===== src/rtl/zero_cmp_pkg.sv =====
// Shared definitions for the bit-serial zero comparator.
//   state_t          : two-state scan FSM (IDLE, SHIFT)
//   ZC_WIDTH_DEFAULT : default operand width (32)
//   cnt_width()      : bit-counter width, $clog2(WIDTH+1), so the counter can hold WIDTH
package zero_cmp_pkg;

  typedef enum logic {
    IDLE  = 1'b0,
    SHIFT = 1'b1
  } state_t;

  localparam int unsigned ZC_WIDTH_DEFAULT = 32;
  localparam int unsigned ZC_CNT_W_DEFAULT = $clog2(ZC_WIDTH_DEFAULT + 1);

  function automatic int unsigned cnt_width(input int unsigned width);
    return $clog2(width + 1);
  endfunction

endpackage


===== src/rtl/zero_cmp_serial_if.sv =====
// Request/result bundle for zero_cmp_serial.
//   start  : request a compare (sampled only while idle)
//   number : signed two's-complement operand, sampled with start
//   busy   : scan in progress
//   done   : one-cycle pulse when lt/eq/gt are updated
//   lt/eq/gt : operand <0, ==0, >0 (held until the next done)
// master drives the request, slave (the comparator) drives the results.
interface zero_cmp_serial_if #(
  parameter int unsigned WIDTH = 32
);
  logic             start;
  logic [WIDTH-1:0] number;
  logic             busy;
  logic             done;
  logic             lt;
  logic             eq;
  logic             gt;

  modport master (
    output start, number,
    input  busy, done, lt, eq, gt
  );

  modport slave (
    input  start, number,
    output busy, done, lt, eq, gt
  );
endinterface


===== src/rtl/zero_cmp_shifter.sv =====
// Loadable MSB-first shift register plus down-counter for the serial scan.
//   clk_i, rst_ni : clock, async active-low reset (clears register and counter)
//   load_i        : load data_i and set the counter to WIDTH
//   shift_i       : shift left by one and decrement the counter
//   data_i        : operand to load
//   msb_o         : bit consumed on the current edge
//   first_o       : current bit is the first of the word (the sign)
//   last_o        : current bit is the last of the word
module zero_cmp_shifter
  import zero_cmp_pkg::*;
#(
  parameter int unsigned WIDTH = ZC_WIDTH_DEFAULT,
  parameter int unsigned CNT_W = cnt_width(WIDTH)
) (
  input  logic             clk_i,
  input  logic             rst_ni,
  input  logic             load_i,
  input  logic             shift_i,
  input  logic [WIDTH-1:0] data_i,
  output logic             msb_o,
  output logic             first_o,
  output logic             last_o
);

  localparam logic [CNT_W-1:0] CNT_LOAD = CNT_W'(WIDTH);
  localparam logic [CNT_W-1:0] CNT_ONE  = CNT_W'(1);

  logic [WIDTH-1:0] sr_q, sr_d;
  logic [CNT_W-1:0] cnt_q, cnt_d;

  always_comb begin
    sr_d  = sr_q;
    cnt_d = cnt_q;
    if (load_i) begin
      sr_d  = data_i;
      cnt_d = CNT_LOAD;
    end else if (shift_i) begin
      sr_d  = {sr_q[WIDTH-2:0], 1'b0};
      cnt_d = cnt_q - CNT_ONE;
    end
  end

  always_ff @(posedge clk_i or negedge rst_ni) begin
    if (!rst_ni) begin
      sr_q  <= '0;
      cnt_q <= '0;
    end else begin
      sr_q  <= sr_d;
      cnt_q <= cnt_d;
    end
  end

  assign msb_o   = sr_q[WIDTH-1];
  assign first_o = (cnt_q == CNT_LOAD);
  assign last_o  = (cnt_q == CNT_ONE);

endmodule


===== src/rtl/zero_cmp_serial.sv =====
// Bit-serial signed zero comparator: accepts a word on start, scans it one
// bit per clock MSB-first and reports lt/eq/gt with a one-cycle done pulse.
//   clk     : rising-edge clock
//   reset_n : async active-low reset; aborts any scan without a result
//   bus     : zero_cmp_serial_if.slave (start/number in, busy/done/lt/eq/gt out)
// Optional macro ZERO_CMP_SERIAL_EARLY_EXIT_EN: finish as soon as the first 1
// is consumed (sign 1 -> lt at E1, later 1 -> gt); zero still takes WIDTH cycles.
module zero_cmp_serial
  import zero_cmp_pkg::*;
#(
  parameter int unsigned WIDTH = ZC_WIDTH_DEFAULT
) (
  input logic               clk,
  input logic               reset_n,
  zero_cmp_serial_if.slave  bus
);

  state_t state_q, state_d;
  logic   busy_q, busy_d;
  logic   done_q, done_d;
  logic   lt_q, lt_d, eq_q, eq_d, gt_q, gt_d;
  logic   sign_q, sign_d;
  logic   any_one_q, any_one_d;

  logic   load, shift, msb, first, last;
  logic   neg, one, finish;

  zero_cmp_shifter #(
    .WIDTH (WIDTH)
  ) u_shifter (
    .clk_i   (clk),
    .rst_ni  (reset_n),
    .load_i  (load),
    .shift_i (shift),
    .data_i  (bus.number),
    .msb_o   (msb),
    .first_o (first),
    .last_o  (last)
  );

  // Classification including the bit consumed on this edge, so the result
  // can be registered on the same edge that consumes the deciding bit.
  assign neg = first ? msb : sign_q;
  assign one = any_one_q | (msb & ~first);

  always_comb begin
    state_d   = state_q;
    done_d    = 1'b0;
    lt_d      = lt_q;
    eq_d      = eq_q;
    gt_d      = gt_q;
    sign_d    = sign_q;
    any_one_d = any_one_q;
    load      = 1'b0;
    shift     = 1'b0;
    finish    = 1'b0;
    unique case (state_q)
      IDLE: begin
        if (bus.start) begin
          load      = 1'b1;
          sign_d    = 1'b0;
          any_one_d = 1'b0;
          state_d   = SHIFT;
        end
      end
      SHIFT: begin
        shift = 1'b1;
        if (first) sign_d = msb;
        else if (msb) any_one_d = 1'b1;
`ifdef ZERO_CMP_SERIAL_EARLY_EXIT_EN
        finish = last | msb;
`else
        finish = last;
`endif
        if (finish) begin
          done_d  = 1'b1;
          lt_d    = neg;
          eq_d    = ~neg & ~one;
          gt_d    = ~neg & one;
          state_d = IDLE;
        end
      end
      default: state_d = IDLE;
    endcase
    busy_d = (state_d == SHIFT);
  end

  always_ff @(posedge clk or negedge reset_n) begin
    if (!reset_n) begin
      state_q   <= IDLE;
      busy_q    <= 1'b0;
      done_q    <= 1'b0;
      lt_q      <= 1'b0;
      eq_q      <= 1'b0;
      gt_q      <= 1'b0;
      sign_q    <= 1'b0;
      any_one_q <= 1'b0;
    end else begin
      state_q   <= state_d;
      busy_q    <= busy_d;
      done_q    <= done_d;
      lt_q      <= lt_d;
      eq_q      <= eq_d;
      gt_q      <= gt_d;
      sign_q    <= sign_d;
      any_one_q <= any_one_d;
    end
  end

  assign bus.busy = busy_q;
  assign bus.done = done_q;
  assign bus.lt   = lt_q;
  assign bus.eq   = eq_q;
  assign bus.gt   = gt_q;

endmodule

===== src/flat_wrapper.sv =====
// flat-port wrapper written by rule: the top's interface ports become plain ports
module zero_cmp_serial_flat import zero_cmp_pkg::*;
#(
  parameter int unsigned WIDTH = ZC_WIDTH_DEFAULT
)
  (clk, reset_n, bus_start, bus_number, bus_busy, bus_done, bus_lt, bus_eq, bus_gt);
  zero_cmp_serial_if #(.WIDTH(WIDTH)) bus_i ();
  input logic clk;
  input logic reset_n;
  input wire logic [$bits(bus_i.start)-1:0] bus_start;
  input wire logic [$bits(bus_i.number)-1:0] bus_number;
  output wire logic [$bits(bus_i.busy)-1:0] bus_busy;
  output wire logic [$bits(bus_i.done)-1:0] bus_done;
  output wire logic [$bits(bus_i.lt)-1:0] bus_lt;
  output wire logic [$bits(bus_i.eq)-1:0] bus_eq;
  output wire logic [$bits(bus_i.gt)-1:0] bus_gt;
  assign bus_i.start = bus_start;
  assign bus_i.number = bus_number;
  assign bus_busy = bus_i.busy;
  assign bus_done = bus_i.done;
  assign bus_lt = bus_i.lt;
  assign bus_eq = bus_i.eq;
  assign bus_gt = bus_i.gt;
  zero_cmp_serial #(.WIDTH(WIDTH)) u_core (.clk(clk), .reset_n(reset_n), .bus(bus_i));
endmodule

===== config.mk =====
export PLATFORM = sky130hd
export DESIGN_NAME = zero_cmp_serial_flat
export DESIGN_NICKNAME = d
export VERILOG_FILES = /design/src/rtl/zero_cmp_pkg.sv /design/src/rtl/zero_cmp_serial_if.sv /design/src/rtl/zero_cmp_shifter.sv /design/src/rtl/zero_cmp_serial.sv /design/src/flat_wrapper.sv
export SDC_FILE = /design/constraint.sdc
export NUM_CORES = 1
export LEC_CHECK = 0
export CORE_UTILIZATION = 55
export CTS_BUF_LIST = sky130_fd_sc_hd__clkbuf_8
export CTS_CLUSTER_DIAMETER = 50
export DETAILED_ROUTE_END_ITERATION = 10
export GPL_TIMING_DRIVEN = 0
export PLACE_DENSITY = 0.95
export SLEW_MARGIN = 20
export SYNTH_ARGS = -nofsm -noshare
export SYNTH_HDL_FRONTEND = slang
export SYNTH_SLANG_ARGS = --single-unit

===== constraint.sdc =====
create_clock -name clk -period 2.7 [get_ports clk]
set_input_delay 0.405 -clock clk [delete_from_list [all_inputs] [get_ports clk]]
set_output_delay 0.405 -clock clk [all_outputs]
set_load 0.03 [all_outputs]

# Word level (Yosys, flattened, before mapping)
# Index checks and enable logic that the tools add are counted.
# classes
addsub,1
mul,0
n_div,0
n_lt_le_gt_ge,0
n_eq_ne,5
shifts,0
muxes,17
n_bitwise,8
n_reduce_logical,3
# ops
cell,count
32-bit two-way mux,2
6-bit two-way mux,2
1-bit two-way mux,10
"6-bit by 1-bit == test with 1-bit output, second input constant",1
"6-bit == test, second input constant",1
"2-bit inequality test, second input constant",3
1-bit one-hot mux with 2 select lines,3
"6-bit by 1-bit subtractor with 6-bit output, second input constant",1
1-bit NOT,4
1-bit AND,3
3-bit AND reduction,1
2-bit AND reduction,1
2-bit nonzero test,1
1-bit bitwise OR,1
# word_totals
regBits,45
latch_bits,0
ramBits,0
mem_bits_ro,0
input_bits,35
out_inout_bits,5
wordCells,43
n_memories,0

# Depth between registers and ports, before layout
# depth
word_depth,6
ltp_mapped,6
ltp_nobuf,6

# Modules after synthesis
# From an unflattened synthesis, not the netlist that was laid out.
# hier_totals
hier_cells,196
area_unflattened_um2,2104.5
# modules_own_cells
module,n_inst,cells_each,area_per_inst_um2,seq_area_each_um2
zero_cmp_shifter,1,171,1823.0,950.9
zero_cmp_serial,1,25,281.5,175.2

# Least setup slack after synthesis
# Ideal clock, no wire load.
# synth_timing
kind,register to register
start,register u_core.u_shifter.cnt_q[2]
end,register u_core.gt_q (netlist: u_core.bus.gt)
setup_ns,0.121
arrival_ns,1.501
t_required_ns,2.579
slack_ns,1.078
path_stages_with_launch,5
n_path_buf,1
synth_period_minus_slack_ns,1.622
cell_sequence,dfrtp_1 -> or3_1 -> buf_6 -> or3_4 -> a22o_2
# synth_between
elab_chain_cells,5
word_cells_on_any_way,9
cone_classes,eq/ne (2); mux (1); bitwise (5); reduce/logical (1)
# synth_rtl
item,line_no,text
start: declaration,zero_cmp_shifter.sv:29,"logic [CNT_W-1:0] cnt_q, cnt_d;"
start signal: assignment,zero_cmp_shifter.sv:49,cnt_q <= cnt_d;
6-bit == test,zero_cmp_shifter.sv:54,assign first_o = (cnt_q == CNT_LOAD);
1-bit NOT,zero_cmp_serial.sv:44,assign one = any_one_q | (msb & ~first);
1-bit AND,zero_cmp_serial.sv:44,
1-bit bitwise OR,zero_cmp_serial.sv:44,
1-bit AND,zero_cmp_serial.sv:79,gt_d = ~neg & one;
end signal: assignment,zero_cmp_serial.sv:104,gt_q <= gt_d;
end: declaration,zero_cmp_serial.sv:21,"logic lt_q, lt_d, eq_q, eq_d, gt_q, gt_d;"
# Several ways; a longest one is shown, not always the timed one.
# A chain may end at the register's enable or synchronous reset.

==> flow_summary.html <==
<table>
<tr><th>Metric</th><th>Value</th></tr>
<tr><th colspan="2">Run status</th></tr>
<tr><td>Status</td><td>completed</td></tr>
<tr><th colspan="2">Placed design</th></tr>
<tr><td>Gp weighted congestion</td><td>between 0.7 and 0.8</td></tr>
<tr><td>Worst setup slack after placement</td><td>0.998 ns</td></tr>
<tr><td>DP HPWL</td><td>about 3100 µm</td></tr>
<tr><td>Post-Place Cells</td><td>~290</td></tr>
<tr><td>Count of buffers from port buffering</td><td>38</td></tr>
<tr><th colspan="2">Drt</th></tr>
<tr><td>Detail-routed via count per cell</td><td>approximately 5.7</td></tr>
<tr><td>DRT antenna net count</td><td>0</td></tr>
<tr><td>Via count</td><td>~1700</td></tr>
<tr><td>Initial drt markers</td><td>about 140</td></tr>
<tr><td>Post-Route WL</td><td>4600 µm</td></tr>
<tr><td>Remaining routing DRC violations</td><td>0</td></tr>
<tr><td>Detailed-route wire length per cell</td><td>15.6 µm</td></tr>
<tr><td>1st-pass router iterations</td><td>4</td></tr>
<tr><th colspan="2">Critical path</th></tr>
<tr><td>Critical path's slowest cell</td><td>clkdlybuf4s50_1</td></tr>
<tr><td>Largest stage delay, worst path</td><td>around 0.69 ns</td></tr>
<tr><td>Element type at the critical path end</td><td>output port</td></tr>
<tr><td>Cell Chain, Critical Path</td><td>clkdlybuf4s50_1</td></tr>
<tr><td>Startpoint kind of the worst setup timing path</td><td>flip-flop</td></tr>
<tr><td>Critical path start-end classification</td><td>reg2out</td></tr>
<tr><td>Count of buffer and inverter cells on the critical path</td><td>1</td></tr>
<tr><td>Crit path arrival time</td><td>between 1 and 1.5 ns</td></tr>
<tr><td>Family with the most delay on the worst path</td><td>buffers and inverters</td></tr>
<tr><td>Critical path required time</td><td>2.30 ns</td></tr>
<tr><td>Largest fanout on the critical path</td><td>4</td></tr>
<tr><th colspan="2">Timing</th></tr>
<tr><td>Total negative slack</td><td>0 ns</td></tr>
<tr><td>Number of hold violations in the final report</td><td>0</td></tr>
<tr><td>Clock skew</td><td>roughly 0.0055 ns</td></tr>
<tr><td>Count of final setup violators</td><td>0</td></tr>
<tr><td>Worst rel slew slack</td><td>67.2%</td></tr>
<tr><td>Fmax</td><td>0.554 GHz</td></tr>
<tr><td>Final count of pins violating max slew</td><td>0</td></tr>
<tr><td>Final worst-path setup slack</td><td>~0.90 ns</td></tr>
<tr><td>Tmin final</td><td>around 1.8 ns</td></tr>
<tr><td>Final critical-path share of the clock period</td><td>66.8%</td></tr>
<tr><td>Unrepaired setup endpoints after global routing</td><td>false</td></tr>
<tr><td>Transition at the pin with the smallest max-transition slack</td><td>0.488 ns</td></tr>
<tr><th colspan="2">Synth</th></tr>
<tr><td>Share of the yosys chip area belonging to registers</td><td>a little over half</td></tr>
<tr><td>Count of yosys warnings during synthesis</td><td>0</td></tr>
<tr><td>Cell area after technology mapping</td><td>0.00208 mm²</td></tr>
<tr><td>Distinct cell type count after synthesis</td><td>29</td></tr>
<tr><td>Synth Flop Type</td><td>dfrtp_1</td></tr>
<tr><td>Syn Area/Cell</td><td>between 10 and 15 µm²</td></tr>
<tr><td>Top post-synthesis cells by area</td><td>dfrtp_1, mux2i_1, o21ai_0, nand2_1, ha_1</td></tr>
<tr><td>Mapped Nets</td><td>between 200 and 250</td></tr>
<tr><td>Flip-flop and latch count after synthesis</td><td>45</td></tr>
<tr><td>Synth async-reset ratio</td><td>100%</td></tr>
<tr><td>EDFF count, synth</td><td>0</td></tr>
<tr><td>Library cell with the largest summed area after synthesis</td><td>dfrtp_1</td></tr>
<tr><td>Commonest cells in the synthesized netlist</td><td>dfrtp_1, o21ai_0, nand2_1</td></tr>
<tr><td>Most common cell in the netlist</td><td>dfrtp_1</td></tr>
<tr><td>Area share of the largest cell type after synthesis</td><td>a little over half</td></tr>
<tr><td>Number of instances in the synthesized netlist</td><td>just over 200</td></tr>
<tr><th colspan="2">Floorplan</th></tr>
<tr><td>Die width</td><td>between 60 and 70 µm</td></tr>
<tr><td>Vertical extent of the die</td><td>about 64 µm</td></tr>
<tr><td>I/O pin total</td><td>40</td></tr>
<tr><td>Number of rows in the core area</td><td>21</td></tr>
<tr><td>Core region area</td><td>0.00347 mm²</td></tr>
<tr><td>Initial standard-cell utilization of the core</td><td>approximately three fifths</td></tr>
<tr><td>Die footprint</td><td>roughly 0.004 mm²</td></tr>
<tr><th colspan="2">Job</th></tr>
<tr><td>Max Cap Violations</td><td>0</td></tr>
<tr><th colspan="2">GRT</th></tr>
<tr><td>Vias in the first global route</td><td>between 1500 and 2000</td></tr>
<tr><td>Number of antenna violations at the first check in global routing</td><td>0</td></tr>
<tr><td>Maximum number of pins on one net before global-route repair</td><td>32</td></tr>
<tr><td>Global-route usage over all layers</td><td>25.9%</td></tr>
<tr><td>Total congestion overflow</td><td>0</td></tr>
<tr><td>First-pass GRT wire length</td><td>7850 µm</td></tr>
<tr><th colspan="2">Hold path</th></tr>
<tr><td>Worst Hold Class</td><td>in2async</td></tr>
<tr><th colspan="2">Clock network</th></tr>
<tr><td>H-tree lvl count</td><td>2</td></tr>
<tr><td>Max Buffers Root-to-Sink</td><td>2</td></tr>
<tr><td>Clock sink total</td><td>45</td></tr>
<tr><td>Cell at the root of the clock tree</td><td>clkbuf_8</td></tr>
<tr><td>CTS resizes</td><td>0</td></tr>
<tr><td>Reg clk slew, reported paths</td><td>0.08 ns</td></tr>
<tr><td>Number of buffers added to fix hold violations after cts</td><td>0</td></tr>
<tr><td>Clock buffers created by TritonCTS</td><td>5</td></tr>
<tr><td>Worst-Skew Late Latency</td><td>~0.30 ns</td></tr>
<tr><td>Post-CTS setup repair buffer count</td><td>0</td></tr>
<tr><td>CTS tree</td><td>built</td></tr>
<tr><th colspan="2">Finish</th></tr>
<tr><td>Storage cell area</td><td>approximately 0.0011 mm²</td></tr>
<tr><td>Nets@finish</td><td>between 200 and 300</td></tr>
<tr><td>Number of cells in the finished layout apart from fillers</td><td>about 300</td></tr>
<tr><td>Post-synthesis to final-layout area growth</td><td>27.1%</td></tr>
<tr><td>Diodes inserted</td><td>0</td></tr>
<tr><td>Fillers</td><td>237</td></tr>
<tr><td>Fraction of final layout cells with drive strength greater than 1</td><td>about 8.0%</td></tr>
<tr><td>Area of the multi-input gates</td><td>roughly 870 µm²</td></tr>
<tr><th colspan="2">Power and ir drop</th></tr>
<tr><td>Leakage power figure</td><td>~1.2 nW</td></tr>
<tr><td>Final total power</td><td>about 0.0024 W</td></tr>
<tr><td>VDD IR-drop max</td><td>approximately 0.0006 V</td></tr>
<tr><td>Power density normalized to cell area</td><td>922 mW/mm²</td></tr>
</table>
## metal layers
layer | share of wire (%) | vias to the layer above | global-route usage (%) | wire (µm)
li1 | - | 788 | - | -
met1 | 42 | 828 | 33.1 | 1930
met2 | 51 | 62 | 42.4 | 2350
met3 | 5.4 | 6 | 5.43 | 247
met4 | 1.5 | 0 | 10.8 | 67
met5 | 0 | - | 0 | 0
## per-stage QoR
step	area [µm²]	hold slack [ns]	util, %
final	2650	0.000917	76.3
after global routing	2650	0.0318	76.3
after CTS	2650	0.0114	76.3
after detailed placement	2530	0.331	73.1
after global placement	2520	0.455	72.7
after floorplan	2080	0.109	-
## worst paths after layout
path                                           start  slack [ns]  cells after the start                   endpoint
max                                   u_core.state_q        0.90                      1                   bus_busy
min                                          reset_n      0.0009                      1  u_core.u_shifter.cnt_q[0]
max reg2reg                u_core.u_shifter.cnt_q[3]        0.96                      4              u_core.bus.gt
min reg2reg                u_core.u_shifter.sr_q[14]        0.49                      2  u_core.u_shifter.sr_q[15]
max in group asynchronous                    reset_n        2.23                      2  u_core.u_shifter.sr_q[25]
min in group clk           u_core.u_shifter.sr_q[14]        0.49                      2  u_core.u_shifter.sr_q[15]
## logic make-up (layout without fill, tap and decap cells)
logic type	Yosys count	after routing	synth area share (%)
compound gates	50	50	13.3
fa+ha+maj	3	3	1.80
buf+inv	20	67	4.33
flops	45	45	54.1
mux	32	32	15.4
simple gates	52	52	11.1
## flip-flops by register name, indices dropped and copies added, names as in the netlist
register                flops
u_core.bus.eq               1
u_core.sign_q               1
u_core.u_shifter.sr_q      32
u_core.bus.gt               1
u_core.state_q              1
u_core.u_shifter.cnt_q      6
u_core.bus.lt               1
u_core.bus.done             1
u_core.any_one_q            1
## area by class of cell
class / count / area share, %
Tap cell: 46 / 2.17
Multi-Input combinational cell: 137 / 32.7
Clock buffer: 5 / 2.60
Clock inverter: 3 / 1.61
Buffer: 13 / 2.41
Timing Repair Buffer: 39 / 14.9
Inverter: 7 / 0.993
Sequential cell: 45 / 42.6
## layout by cell type, fill, tap and decap left out, types with 2 or more instances in the layout
cell             count
o31ai_1              3
dfrtp_1             45
o21ai_0             39
buf_2                4
nor3_1               2
inv_1                8
ha_1                 3
clkbuf_8             5
a21oi_1              2
nand2_1             37
clkdlybuf4s50_1     37
nor2_1               4
clkbuf_1             8
mux2i_1             32
## where the power goes
group	leakage [nW]	switching [W]	total [W]	internal, W
Clock	0.0595	0.000224	0.000498	0.000274
Combinational	0.600	0.000471	0.000830	0.000359
Sequential	0.583	0.000181	0.00111	0.000930
Total	1.24	0.000876	0.00244	0.00156
(Power assumes the default switching activity.)
